### config.mk
export PLATFORM = sky130hd
export DESIGN_NAME = tl_traffic_sensor
export DESIGN_NICKNAME = d
export VERILOG_FILES = /design/src/rtl/tl_pkg.sv /design/src/rtl/tl_lane.sv /design/src/rtl/tl_traffic_sensor.sv
export SDC_FILE = /design/constraint.sdc
export NUM_CORES = 1
export LEC_CHECK = 0
export CAP_MARGIN = 0
export CORE_ASPECT_RATIO = 1.4
export CORE_MARGIN = 5
export CORE_UTILIZATION = 54
export CTS_CLUSTER_DIAMETER = 60
export DETAILED_ROUTE_END_ITERATION = 6
export PLACE_DENSITY = 0.93
export SYNTH_ARGS = -nofsm -noshare
export SYNTH_HDL_FRONTEND = slang
export SYNTH_HIERARCHICAL = 1
export SYNTH_SLANG_ARGS = --single-unit
export TNS_END_PERCENT = 20
### constraint.sdc
create_clock -name clk -period 4.1 [get_ports clk]
set_input_delay 0.615 -clock clk [delete_from_list [all_inputs] [get_ports clk]]
set_output_delay 0.615 -clock clk [all_outputs]
set_load 0.02 [all_outputs]
### src/rtl/tl_pkg.sv
// Light encodings and light/sequence-state types shared by the controller and the sensor.
// Latency: none, declarations only.
// Backpressure: none.
package tl_pkg;

  typedef logic [1:0] light_t;

  localparam light_t GREEN   = 2'b00;
  localparam light_t YELLOW  = 2'b01;
  localparam light_t RED     = 2'b10;
  localparam light_t ILLEGAL = 2'b11;

  // Last legal light value seen by a lane's sequence checker.
  typedef enum logic [1:0] {
    ST_GREEN  = 2'b00,
    ST_YELLOW = 2'b01,
    ST_RED    = 2'b10
  } seq_state_t;

endpackage

### src/rtl/tl_lane.sv
// One street: car queue with departure timer, overflow flag and light-sequence checker.
// Latency: q, ovf and err_seq update one edge after the sampled inputs.
// Backpressure: none; an arrival into a full queue is dropped and latched in ovf.
module tl_lane
  import tl_pkg::*;
#(
  parameter int QW            = 4,
  parameter int DEPART_CYCLES = 2
) (
  input  logic          clk,
  input  logic          reset_n,
  input  logic          car,
  input  logic [1:0]    light,
  output logic [QW-1:0] q,
  output logic          ovf,
  output logic          err_seq
);

  localparam int TW = (DEPART_CYCLES > 1) ? $clog2(DEPART_CYCLES) : 1;
  localparam logic [TW-1:0] TMAX = TW'(DEPART_CYCLES - 1);

  logic [TW-1:0] timer;
  logic          counting;
  logic          dep;
  logic          full;
  seq_state_t    state_q;
  seq_state_t    state_d;
  logic          bad_seq;

  // Cars only leave on green, and only when someone is waiting.
  assign counting = (light == GREEN) && (q != '0);
  assign dep      = counting && (timer == TMAX);
  assign full     = (q == {QW{1'b1}});

  // Departure timer: counts green cycles per car, clears whenever not counting.
  always_ff @(posedge clk or negedge reset_n) begin
    if (!reset_n) begin
      timer <= '0;
    end else if (!counting || dep) begin
      timer <= '0;
    end else begin
      timer <= timer + TW'(1);
    end
  end

  // Queue counter: arrival and departure in the same cycle cancel; full queue drops arrivals.
  always_ff @(posedge clk or negedge reset_n) begin
    if (!reset_n) begin
      q   <= '0;
      ovf <= 1'b0;
    end else if (car && !dep) begin
      if (full) begin
        ovf <= 1'b1;
      end else begin
        q <= q + QW'(1);
      end
    end else if (dep && !car) begin
      q <= q - QW'(1);
    end
  end

  // Sequence-checker state register and sticky error.
  always_ff @(posedge clk or negedge reset_n) begin
    if (!reset_n) begin
      state_q <= ST_RED;
      err_seq <= 1'b0;
    end else begin
      state_q <= state_d;
      if (bad_seq) begin
        err_seq <= 1'b1;
      end
    end
  end

  // Next state follows the light; illegal code keeps the old state and flags an error.
  always_comb begin
    state_d = state_q;
    bad_seq = 1'b0;
    case (light)
      GREEN: begin
        state_d = ST_GREEN;
        bad_seq = (state_q == ST_YELLOW);
      end
      YELLOW: begin
        state_d = ST_YELLOW;
        bad_seq = (state_q == ST_RED);
      end
      RED: begin
        state_d = ST_RED;
        bad_seq = (state_q == ST_GREEN);
      end
      default: begin
        bad_seq = 1'b1;
      end
    endcase
  end

endmodule

### src/rtl/tl_traffic_sensor.sv
// Traffic model for the light controller: two street queues driving Ta/Tb plus light monitors.
// Latency: queues and flags one edge; Ta/Tb decoded combinationally from the queue registers.
// Backpressure: none; overflowing arrivals are dropped and flagged sticky.
module tl_traffic_sensor
  import tl_pkg::*;
#(
  parameter int QW            = 4,
  parameter int DEPART_CYCLES = 2
) (
  input  logic          clk,
  input  logic          reset_n,
  input  logic          car_a,
  input  logic          car_b,
  input  logic [1:0]    La,
  input  logic [1:0]    Lb,
  output logic          Ta,
  output logic          Tb,
  output logic [QW-1:0] qa,
  output logic [QW-1:0] qb,
  output logic          ovf_a,
  output logic          ovf_b,
  output logic          err_seq,
  output logic          err_conf
);

  logic err_seq_a;
  logic err_seq_b;
  logic conflict;

  tl_lane #(.QW(QW), .DEPART_CYCLES(DEPART_CYCLES)) u_lane_a (
    .clk     (clk),
    .reset_n (reset_n),
    .car     (car_a),
    .light   (La),
    .q       (qa),
    .ovf     (ovf_a),
    .err_seq (err_seq_a)
  );

  tl_lane #(.QW(QW), .DEPART_CYCLES(DEPART_CYCLES)) u_lane_b (
    .clk     (clk),
    .reset_n (reset_n),
    .car     (car_b),
    .light   (Lb),
    .q       (qb),
    .ovf     (ovf_b),
    .err_seq (err_seq_b)
  );

  assign Ta      = (qa != '0);
  assign Tb      = (qb != '0);
  assign err_seq = err_seq_a | err_seq_b;

  // Illegal codes are reported by the sequence checkers, not counted as a conflict.
  assign conflict = (La != RED) && (Lb != RED) && (La != ILLEGAL) && (Lb != ILLEGAL);

  // Sticky conflicting-greens flag.
  always_ff @(posedge clk or negedge reset_n) begin
    if (!reset_n) begin
      err_conf <= 1'b0;
    end else if (conflict) begin
      err_conf <= 1'b1;
    end
  end

endmodule

==> flow_summary.toml <==
[clock_network]
post-cts-setup-buffers = 0
numCtsBuffers = 3
tritoncts = "built"
cts_hold_buf = 0
cts.path.max_buffers = 2
path_clk_slew_ps = 120
cts_max_level = 1
postCtsResizedCells = 0
cts_sinks = 19
clk_latency_ps = 290
root_buffer = "clkbuf_4"

[yosys]
syn_nets = 113
synth.ff_latch_count = 19
yosysWarnings = 6
netlist_area_um2 = 1080
ys_seq_area_share_pct = 44.1
synth_cell_type_count = 27
avgSynthCellArea_um2 = 11.0
synthCells = 99

[drt]
via_per_inst = 6.02
vias = 861
finalWirelength_um = 2340
drtPass1Iterations = 4
wl_per_cell_um = 16.4
ant_nets = 0
drt_iter0_markers = 26
drcViolationCount = 0

[cells_and_area]
multi_input_area_um2 = 582
nets = 137
ff_latch_area_um2 = 478
syn2layout_area_growth_pct = 23.4
mostFrequentLayoutCell = "clkdlybuf4s50_1"
drive_gt1_share_pct = 9.02
layout_common_cells = "clkdlybuf4s50_1, dfrtp_1, mux2i_1"
antennaDiodeCount = 0
fillerInstances = 145

[setup_path]
crit_slowest_cell = "clkdlybuf4s50_1"
crit_path_cell_trace = "clkdlybuf4s50_1 -> or3b_4 -> or2_1 -> nand2_1 -> ha_1 -> a21o_1 -> a21oi_1 -> mux2i_1 -> xor2_1"
worst_setup_path_end_kind = "register"
worstPathRequired_ps = 4320
slowest_delay_ps = 530
criticalPathCategory = "primary input to register"
crit_fanout = 8
arrival_ps = 3110
startpoint_type = "primary input"

[pwr]
peakVddDrop_mv = 0.424
cellPowerDensity_nw_per_um2 = 677
leakage_nw = 0.581

[placement]
place_congestion = 0.877
hpwlAfterDp_um = 1800
port_buffers = 21
place_ws_ps = 924

[sta]
rsz0062_at_grt = "no"
worst_slack_ps = 1210
worst_pin_slew_ps = 836
setup_viol = 0
timing.fmax_mhz = 346
finalSetupTns_ps = 0
fin_skew_ps = 5.64
hold_violations = 0
min_period_ps = 2890
drv_slew = 0
max_slew_margin_pct = 44.1
final.period_utilization_pct = 70.4

[floorplan]
die_y_um = 63.0
die_x_um = 47.9
io_pins = 22
rows = 19
die-area_um2 = 3020
fp.coreArea_um2 = 1950
initial_utilization_pct = 55.6

[global_routing]
gr-total-overflow = 0
grt_usage_pct = 17.4
grt_max_degree = 20
grt_pass1_wl_um = 3930
grt_pass1_vias = 894
antenna_found_initial = 0

[job]
drv_cap = 0

[run_status]
status = "finished clean"

[hold_path]
hold_class = "register to register"
==> synthesized netlist by cell type (all sizes together) <==
| master | number | area, um^2 |
|---|---|---|
| fa | 2 | 40.0 |
| o21ai | 4 | 20.0 |
| xor2 | 4 | 35.0 |
| o211ai | 4 | 30.0 |
| o21bai | 3 | 22.5 |
| xnor2 | 2 | 17.5 |
| dfstp | 2 | 52.6 |
| dfrtp | 17 | 425 |
| or3 | 2 | 12.5 |
| a21oi | 8 | 40.0 |
| or3b | 2 | 22.5 |
| a21boi | 4 | 30.0 |
| mux2i | 10 | 100 |
| or4 | 2 | 15.0 |
| nor3 | 4 | 20.0 |
| buf | 2 | 10.0 |
| nand2b | 2 | 12.5 |
| ha | 4 | 50.1 |
| nand4 | 2 | 12.5 |
| inv | 4 | 15.0 |
| or2 | 3 | 18.8 |
| nand2 | 4 | 15.0 |
| nor4 | 4 | 37.5 |
| a21o | 4 | 30.0 |
==> report_power, final <==
part | internal (mW) | switching [mW] | leakage (nW)
clock network | 0.0362 | 0.0591 | 0.0177
registers | 0.244 | 0.0954 | 0.210
logic | 0.240 | 0.232 | 0.353
total | 0.520 | 0.386 | 0.581
==> logic make-up (layout without fill, tap and decap cells) <==
kind of cell	Yosys count	count (layout)	share of synthesized area [%]
AOI/OAI and AO/OA	27	27	15.9
xor gates and xnor gates	6	6	4.84
adders and majority gates	6	6	8.30
buffers and inverters	6	29	2.31
DFF	19	19	44.1
muxes	10	10	9.23
and+or+nand+nor	25	25	15.3
==> registers in the layout, summed over array words and instances, names as in the netlist, 2 cells and up <==
name	flops
u_lane_a/state_q	2
u_lane_b/q	4
u_lane_a/q	4
u_lane_b/state_q	2
==> per-stage QoR <==
| step | cell area (um^2) | hold WS, ps | utilization [%] | cells | total power [mW] |
|---|---|---|---|---|---|
| 2_1_floorplan | 1080 | 319 | - | 99 | 0.626 |
| 3_3_place_gp | 1310 | 411 | 67.3 | 139 | 0.788 |
| 3_5_place_dp | 1310 | 426 | 67.3 | 139 | 0.814 |
| 4_1_cts | 1340 | 438 | 68.7 | 143 | 0.910 |
| 5_1_grt | 1340 | 470 | 68.7 | 143 | 0.975 |
| 6_report | 1340 | 440 | 68.7 | 143 | 0.907 |
==> per-layer routing <==
metal | share of wire, % | global-route usage (%)
met5 | 0 | 0
met3 | 3.8 | 2.31
met2 | 56 | 31.3
met4 | 0.73 | 5.05
met1 | 40 | 19.9
==> layout make-up <==
class,count,area share [%]
Multi-Input combinational cell,74,43.5
Sequential cell,19,35.7
Timing Repair Buffer,21,15.7
Tap cell,21,1.96
Clock buffer,3,1.68
Inverter,4,1.12
Clock inverter,1,0.374
==> path summary, 6_finish.rpt <==
path | end | depth (start not counted) | from | slack [ps]
max | u_lane_b/q[3] | 9 | Lb[1] | 1210
min | u_lane_a/timer | 1 | u_lane_a/timer | 440
max reg2reg | u_lane_b/q[3] | 8 | u_lane_b/q[0] | 1460
min reg2reg | u_lane_a/timer | 1 | u_lane_a/timer | 440
max in group asynchronous | u_lane_b/q[1] | 1 | reset_n | 2800
min in group asynchronous | u_lane_b/err_seq | 1 | reset_n | 790
==> critical path, delay by kind of cell <==
family                   cells  cell delay [ps]
AO/OA/AOI/OAI                2              360
adder cells (fa/ha/maj)      1              250
AND/OR/NAND/NOR              3              930
multiplexers                 1              230
buffers and inverters        1              530
XOR/XNOR                     1              170
Note: power is estimated with default switching activity, not from simulation.
